==> config.mk <==
export PLATFORM = sky130hd
export DESIGN_NAME = ifetch_unit
export DESIGN_NICKNAME = d
export VERILOG_FILES = /design/src/rtl/ifetch_unit.sv
export SDC_FILE = /design/constraint.sdc
export NUM_CORES = 1
export LEC_CHECK = 0
export BUFFER_PORTS_ARGS = -buffer_cell sky130_fd_sc_hd__buf_4
export CELL_PAD_IN_SITES_DETAIL_PLACEMENT = 1
export CELL_PAD_IN_SITES_GLOBAL_PLACEMENT = 2
export CORE_AREA = 2 2 219 221
export DETAILED_ROUTE_END_ITERATION = 6
export DIE_AREA = 0 0 221 223
export PLACE_DENSITY_LB_ADDON = 0.1
export SLEW_MARGIN = 20
export SYNTH_ARGS = -nofsm -noshare
export SYNTH_HDL_FRONTEND = slang
export SYNTH_SLANG_ARGS = --single-unit
==> constraint.sdc <==
create_clock -name clk -period 2.5 [get_ports clk]
set_clock_uncertainty 0.05 [all_clocks]
set_input_delay 0.375 -clock clk [delete_from_list [all_inputs] [get_ports clk]]
set_output_delay 0.375 -clock clk [all_outputs]
set_load 0.02 [all_outputs]
==> src/rtl/ifetch_unit.sv <==
// Instruction-fetch front end: issues in-order fetches for the PC over a
// req/gnt/rvalid port and queues returned instructions with their PCs for decode.
module ifetch_unit #(
   parameter int          DEPTH = 4,
   parameter logic [31:0] NOP   = 32'h0000_0013
) (
   input  logic        clk,
   input  logic        rst,
   input  logic [31:0] pc_in,
   output logic        stall_out,
   input  logic        flush,
   output logic        imem_req,
   output logic [31:0] imem_addr,
   input  logic        imem_gnt,
   input  logic        imem_rvalid,
   input  logic [31:0] imem_rdata,
   output logic        inst_valid,
   output logic [31:0] inst_out,
   output logic [31:0] inst_pc,
   input  logic        id_ready
);
   localparam int PW = (DEPTH > 1) ? $clog2(DEPTH) : 1;
   localparam int CW = $clog2(DEPTH + 1);
   localparam logic [CW:0] DEPTH_W = (CW+1)'(DEPTH);

   logic [31:0]      pc_q   [DEPTH];
   logic [31:0]      pc_d   [DEPTH];
   logic [31:0]      inst_q [DEPTH];
   logic [31:0]      inst_d [DEPTH];
   logic [DEPTH-1:0] filled_q, filled_d;
   logic [PW-1:0]    alloc_ptr_q, alloc_ptr_d;
   logic [PW-1:0]    fill_ptr_q, fill_ptr_d;
   logic [PW-1:0]    head_ptr_q, head_ptr_d;
   // alloc_cnt: allocated and not popped; pend_cnt: allocated and not yet filled
   logic [CW-1:0]    alloc_cnt_q, alloc_cnt_d;
   logic [CW-1:0]    pend_cnt_q, pend_cnt_d;
   logic [CW-1:0]    drop_cnt_q, drop_cnt_d;
   logic [CW:0]      occupancy, drop_sum, drop_sum_m1;
   logic             accept, drop_rsp, fill_rsp, pop;

   assign occupancy   = {1'b0, alloc_cnt_q} + {1'b0, drop_cnt_q};
   assign imem_req    = rst & ~flush & (occupancy < DEPTH_W);
   assign imem_addr   = pc_in;
   assign accept      = imem_req & imem_gnt;
   // A flush must let the PC load its redirect target, except while in reset.
   assign stall_out   = ~rst | (~flush & ~accept);
   assign drop_rsp    = imem_rvalid & (drop_cnt_q != '0);
   assign fill_rsp    = imem_rvalid & (drop_cnt_q == '0) & (pend_cnt_q != '0);
   assign inst_valid  = filled_q[head_ptr_q];
   assign inst_out    = inst_valid ? inst_q[head_ptr_q] : NOP;
   assign inst_pc     = inst_valid ? pc_q[head_ptr_q] : 32'h0;
   assign pop         = inst_valid & id_ready & ~flush;
   assign drop_sum    = {1'b0, drop_cnt_q} + {1'b0, pend_cnt_q};
   assign drop_sum_m1 = drop_sum - (CW+1)'(1);

   always_comb begin
      pc_d        = pc_q;
      inst_d      = inst_q;
      filled_d    = filled_q;
      alloc_ptr_d = alloc_ptr_q;
      fill_ptr_d  = fill_ptr_q;
      head_ptr_d  = head_ptr_q;
      alloc_cnt_d = alloc_cnt_q;
      pend_cnt_d  = pend_cnt_q;
      drop_cnt_d  = drop_cnt_q;
      if (flush) begin
         // Every unfilled request becomes a response to discard; a response
         // arriving this cycle already pays off one of them.
         filled_d    = '0;
         alloc_ptr_d = '0;
         fill_ptr_d  = '0;
         head_ptr_d  = '0;
         alloc_cnt_d = '0;
         pend_cnt_d  = '0;
         if (!imem_rvalid)
            drop_cnt_d = drop_sum[CW-1:0];
         else if (drop_sum != '0)
            drop_cnt_d = drop_sum_m1[CW-1:0];
         else
            drop_cnt_d = '0;
      end else begin
         if (drop_rsp)
            drop_cnt_d = drop_cnt_q - CW'(1);
         if (fill_rsp) begin
            inst_d[fill_ptr_q]   = imem_rdata;
            filled_d[fill_ptr_q] = 1'b1;
            fill_ptr_d           = fill_ptr_q + PW'(1);
         end
         if (pop) begin
            filled_d[head_ptr_q] = 1'b0;
            head_ptr_d           = head_ptr_q + PW'(1);
         end
         if (accept) begin
            pc_d[alloc_ptr_q]     = pc_in;
            filled_d[alloc_ptr_q] = 1'b0;
            alloc_ptr_d           = alloc_ptr_q + PW'(1);
         end
         case ({accept, pop})
            2'b10:   alloc_cnt_d = alloc_cnt_q + CW'(1);
            2'b01:   alloc_cnt_d = alloc_cnt_q - CW'(1);
            default: alloc_cnt_d = alloc_cnt_q;
         endcase
         case ({accept, fill_rsp})
            2'b10:   pend_cnt_d = pend_cnt_q + CW'(1);
            2'b01:   pend_cnt_d = pend_cnt_q - CW'(1);
            default: pend_cnt_d = pend_cnt_q;
         endcase
      end
   end

   always_ff @(posedge clk or negedge rst) begin
      if (!rst) begin
         for (int i = 0; i < DEPTH; i++) begin
            pc_q[i]   <= '0;
            inst_q[i] <= '0;
         end
         filled_q    <= '0;
         alloc_ptr_q <= '0;
         fill_ptr_q  <= '0;
         head_ptr_q  <= '0;
         alloc_cnt_q <= '0;
         pend_cnt_q  <= '0;
         drop_cnt_q  <= '0;
      end else begin
         pc_q        <= pc_d;
         inst_q      <= inst_d;
         filled_q    <= filled_d;
         alloc_ptr_q <= alloc_ptr_d;
         fill_ptr_q  <= fill_ptr_d;
         head_ptr_q  <= head_ptr_d;
         alloc_cnt_q <= alloc_cnt_d;
         pend_cnt_q  <= pend_cnt_d;
         drop_cnt_q  <= drop_cnt_d;
      end
   end

endmodule

## Word level (Yosys, flattened, before mapping)

Index checks and enable logic that the tools add are counted.

- Add/subtract/negate cells: 11
- Equality and inequality tests: 4
- Mux-type cells: 42
- $lt $le $gt $ge: 12
- Reduce and logical (&&, ||, !) cells: 17
- Bitwise gates (word level): 21

Operators by type and width:

| cell | count |
|---|---|
| 128-bit bitwise mux | 2 |
| 32-bit two-way mux | 8 |
| 32-bit binary-select mux with 2-bit select | 2 |
| 32-bit demux with 2-bit select | 2 |
| 4-bit two-way mux | 6 |
| 3-bit two-way mux | 6 |
| 2-bit two-way mux | 6 |
| 3-bit one-hot mux with 2 select lines | 2 |
| 3-bit nonzero test | 4 |
| 3-bit by 1-bit subtractor with 3-bit output, second input constant | 4 |
| 1-bit bitwise AND | 9 |
| 3-bit greater-or-equal comparator, second input constant | 3 |
| 2-bit by 3-bit < comparator with 1-bit output, second input constant | 3 |
| 2-bit NOT with 3-bit output | 3 |
| 3-bit by 3-bit adder with 4-bit output | 2 |
| 4-bit bitwise AND | 2 |
| 4-bit NOT | 2 |
| 2-bit nonzero test | 4 |
| 2-bit by 1-bit adder with 2-bit output, second input constant | 3 |
| 3-bit by 1-bit adder with 3-bit output, second input constant | 2 |
| 1-bit demux with 2-bit select | 3 |
| 2-bit by 1-bit greater-or-equal comparator with 1-bit output, second input constant | 3 |
| 3-bit by 1-bit < comparator with 1-bit output, second input constant | 2 |
| 1-bit logical AND | 5 |
| other kinds (11) | 19 |

- Register bits after elaboration: 275
- Output and inout bits: 99

## Depth between registers and ports, before layout

- Depth after elaboration: 13
- Depth in mapped cells: 10
- Depth with buffers taken out: 8

## Least setup slack after synthesis

OpenSTA, ideal clock, no wires.

- Path kind: flip-flop to flip-flop
- Start: reg alloc_cnt_q[2]
- End: reg alloc_cnt_q[2]
- Cell stages (with the launch flop): 11
- Path slack: -0.144 ns
- Arrival: 2.522 ns
- Required time: 2.378 ns
- Clock period less this slack: 2.644 ns
- Path through: dfrtp_1 ha_1 nor2_1 and4_4 buf_12 buf_2 nor3_1 fa_1 nor2_1 or4b_1 nand4b_1

- Longest elaborated chain between the ends: 7
- Elaborated cells between the ends (all ways): 11
- Those cells by class: add/sub: 3; order compare: 1; eq/ne: 2; mux: 2; bitwise: 2; reduce/logical: 1

Ends and longest elaborated chain:

| what | RTL line | text |
|---|---|---|
| start: declaration | 35 | `logic [CW-1:0] alloc_cnt_q, alloc_cnt_d;` |
| start signal: assignment | 131 | `alloc_cnt_q <= alloc_cnt_d;` |
| 3-bit by 3-bit adder with 4-bit output | 41 | `assign occupancy = {1'b0, alloc_cnt_q} + {1'b0, drop_cnt_q};` |
| 4-bit by 3-bit < comparator with 1-bit output | 42 | `assign imem_req = rst & ~flush & (occupancy < DEPTH_W);` |
| 1-bit bitwise AND | 42 |  |
| 1-bit bitwise AND | 44 | `assign accept = imem_req & imem_gnt;` |
| 2-bit by 1-bit == test with 1-bit output / 2-bit == test (equally long branches) | 98 | `case ({accept, pop})` |
| 3-bit one-hot mux with 2 select lines | 98 |  |
| 3-bit two-way mux | 66 | `if (flush) begin` |

Several ways; a longest one is shown, not always the timed one.
A chain may end at the register's enable or synchronous reset.

## Worst setup path in the final report

- Start: reg head_ptr_q[1]
- End: out inst_out[9]

- Longest elaborated chain between the ends: 5
- Elaborated cells between the ends (all ways): 7
- Those cells by class: mux: 6; bitwise: 1

Ends and longest elaborated chain:

| what | RTL line | text |
|---|---|---|
| start: declaration | 33 | `logic [PW-1:0] head_ptr_q, head_ptr_d;` |
| start signal: assignment | 130 | `head_ptr_q <= head_ptr_d;` |
| 2-bit NOT with 3-bit output (not written as such) | 50 | `assign inst_out = inst_valid ? inst_q[head_ptr_q] : NOP;` |
| 32-bit binary-select mux with 2-bit select | 50 |  |
| 32-bit two-way mux (not written as such) (2 in series) | 50 |  |
| 32-bit two-way mux (*) | 50 |  |
| end: declaration | 18 | `output logic [31:0] inst_out,` |

Mark *: on every way between the ends. The rest lies on a longest branch, timed or not. The select of a mux whose other input is x is not followed.

==> results.md <==
* PwrDens at 713.1 mW/mm2
* Sequential share of the synthesized area at 0.4930
* Crit Path Max Fanout at 5
* DR vias/cell at between 4 and 5
* Core Util, Final at 0.3710
* Largest net degree at the start of global routing at 133
* Worst r2r src: head_ptr_q[1]$_DFFE_PN0P_
* Final ANT Viol Nets at 0
* Clock root cell: clkbuf_16
* Insertion delay of the later-clocked pin in the worst-skew pair at 540 ps
* Clock Pin Slew Worst Setup and Hold Paths at 60 ps
* DRT Pass-1 Iters at 4
* CTS tree: yes
* WP data arrival at 2210 ps
* Register bit total from synthesis at roughly 280
* Setup Crit Path Kind: reg -> out
* Crit path cell chain: mux2_4, o21ai_4, buf_12, clkbuf_16, nor2b_1, buf_4
* First-pass GRT wire length at ~57000 um
* DR iter-0 viols at 351
* Outcome: complete, but fails checks
* Unrepaired setup endpoints after global routing: true
* Post-Syn Area at 0.01396 mm2
* Final-report hold violation count at 0
* Period minus WS final at 2631 ps
* Static leakage power at 0.008421 uW
* Vias at between 7000 and 8000
* Placer Congestion at between 0.6 and 0.7
* Core area at 0.04715 mm2
* Non-filler instance count after layout at 1693
* Die Height at 223 um
* Die area at around 0.05 mm2
* Finished Cell Area at 0.01749 mm2
* Post-Syn Area per Cell at 15.81 um2
* Setup violators final at 65
* Period utilization at 1.052
* R2R cell count at 8
* Largest stage delay, worst path at 500 ps
* Post-placement cell count at 1607
* Post-synth EDFFs at 0
* CP startpoint kind: flop
* Max Clk Rate at 380.1 MHz
* Max VDD drop at 403.5 uV
* Final WL at 37040 um
* Cell count after synthesis at 883
* IO buf count at 168
* Netlist cell types at 47
* Grt ovf at 0
* Final net count at 1146
* CP max-delay cell: dfrtp_4
* Sink Count at 275
* Wire per inst at 21.88 um
* Reg2Reg Setup Slack at 110 ps
* Clk buf depth at 3
* DP Area at 0.01568 mm2
* Primary FF master, synth: dfrtp_1
* # diodes at 0
* Slew Viols, Final at 0
* Worst hold path type: in -> async
* Yosys warns at 0
* Initial Utilization at 0.2961
* Layout area overhead at 25.31%
* Number of max-cap violations at 0
* Tot GR Track Use at 0.1513
* Filler cells at 4742
* WP data required at 2080 ps
* Syn_nets at about 980
* Drt drc at 0
* I/O pin cnt at 169
* Layout cell share with drive strength beyond 1 at 0.5965
* Async SR Flop Fraction at 1.000
* RR Endpoint: alloc_cnt_q[2]$_DFFE_PN0P_
* Final worst slack at -131.2 ps
* Violated checks: negative setup slack
* Critical Path Sink Type: output port
* Worst-Margin Slew at 806.7 ps
* Initial antenna violation count at 1
* Num CTS Buffers at 36
* Rows at 80
* DP HPWL at 20480 um
* Die X at 221 um
* CTS H-tree lvls at 2
* Vias in the first global route at ~9000
* Slew HR at 0.4622
area by class of cell:
class / instances / area, um2 / area share
Timing Repair Buffer: 218 / 2155 / 0.1232
Clock buffer: 55 / 1074 / 0.06137
Inverter: 15 / 56.30 / 0.003219
Clock inverter: 7 / 67.56 / 0.003862
Tap cell: 615 / 769.5 / 0.04399
Sequential cell: 275 / 6890 / 0.3939
Multi-Input combinational cell: 508 / 6481 / 0.3705
sequential cells by signal (all words and copies together) (netlist names):
signal       flops
fill_ptr_q       2
alloc_ptr_q      2
drop_cnt_q       3
head_ptr_q       2
inst_q         128
filled_q         4
pc_q           128
pend_cnt_q       3
alloc_cnt_q      3
cells in the final DEF, fill, tap and decap left out, types with 2 or more instances in the layout:
master     netlist  layout
nor2_1          14      12
dfrtp_4          0       2
or2_4            0       2
a21oi_1          9       9
nor3_1           4       4
mux2_1           3       3
nand2_1         13      12
nor2b_2          0       9
clkbuf_16        0      40
a2bb2oi_1        2       2
inv_6            0       2
clkinv_2         0       4
buf_6            2      22
mux2i_1          7       6
dfrtp_1        275     272
nand3_1          3       3
a221oi_1         4       4
fa_2             0       2
nor2b_4          0      16
nor4b_4          4       4
xnor2_1          5       5
nor2b_1         67      42
ha_1            19      18
buf_12          13      17
mux4_2          64      64
buf_4           45     166
clkbuf_8         0       8
buf_16           0       8
mux2_4         120     121
clkbuf_1        13      10
inv_1           15      14
mux2_2         137     136
o21ai_0          4       4
nand2_8          4       4
metal layers:
metal  share of wire  vias up  track usage
met3           0.035       45      0.03016
li1                -     3503            -
met2            0.47      124       0.2385
met5               0        -            0
met4           0.019        0      0.04005
met1            0.48     4231       0.2125
per-stage QoR:
step | setup slack (ps) | power [uW] | setup TNS, ps | hold slack, ps
after floorplan | 5.079 | 6819 | 0 | 29.41
after global placement | 154.6 | 7384 | 0 | 418.7
after detailed placement | 117.8 | 7402 | 0 | 428.4
after CTS | -176.1 | 12650 | -9416 | 2.852
after global routing | -213.2 | 13120 | -11070 | 22.07
final | -131.2 | 12470 | -5266 | 3.957
Yosys cell counts (3+ instances only):
master,number,area [um2]
dfrtp_1,275,6882
mux2_2,137,1543
mux2_4,120,1802
nor2b_1,67,419.2
mux4_2,64,1441
buf_4,45,337.8
ha_1,19,237.7
inv_1,15,56.30
nor2_1,14,52.55
buf_12,13,260.3
clkbuf_1,13,48.80
nand2_1,13,48.80
buf_2,10,50.05
a21oi_1,9,45.04
mux2i_1,7,70.07
xnor2_1,5,43.79
a221oi_1,4,35.03
nand2_8,4,80.08
nor3_1,4,20.02
nor4b_4,4,95.09
o21ai_0,4,20.02
fa_1,3,60.06
mux2_1,3,33.78
nand3_1,3,15.01
or2_2,3,18.77
report_power, final:
| part | internal [uW] | switching (uW) |
|---|---|---|
| Combinational | 1390 | 729 |
| Clock | 3050 | 2000 |
| Sequential | 4990 | 317 |
| Total | 9430 | 3050 |
critical path: cells and delay by family (launching register included):
kind,cells,cell delay [ps]
AOI/OAI and AO/OA,1,240
buffers and inverters,3,520
DFF,1,500
muxes,1,330
and+or+nand+nor,1,60
worst max path at each step:
stage	startpoint	endpoint	slack (ps)
floorplan	drop_cnt_q[2]$_DFFE_PN0P_	alloc_cnt_q[2]$_DFFE_PN0P_	5
global placement	alloc_cnt_q[2]$_DFFE_PN0P_	alloc_cnt_q[2]$_DFFE_PN0P_	150
detailed placement	alloc_cnt_q[2]$_DFFE_PN0P_	alloc_cnt_q[2]$_DFFE_PN0P_	120
CTS	head_ptr_q[0]$_DFFE_PN0P_	inst_out[5]	-180
global route	head_ptr_q[0]$_DFFE_PN0P_	inst_pc[6]	-210
finish	head_ptr_q[1]$_DFFE_PN0P_	inst_out[9]	-130
logic make-up after synthesis:
family          count (synthesis)  synth area share
flops                         275            0.4930
buf+inv                       100           0.05611
fa+ha+maj                      22           0.02133
xor+xnor                        5          0.003137
simple gates                  122           0.06176
mux                           331            0.3503
compound gates                 28           0.01443
repair_timing:
action / in CTS / in global routing
endpoints found under the setup margin: 66 / 67
endpoints found under the hold margin: 93 / 0
hold buffers: 1 / 0
cloned: 6 / 3
resized for setup: 23 / 54
pin swaps: 2 / 1
setup buffers: 11 / 3
Note: power is estimated with default switching activity, not from simulation.
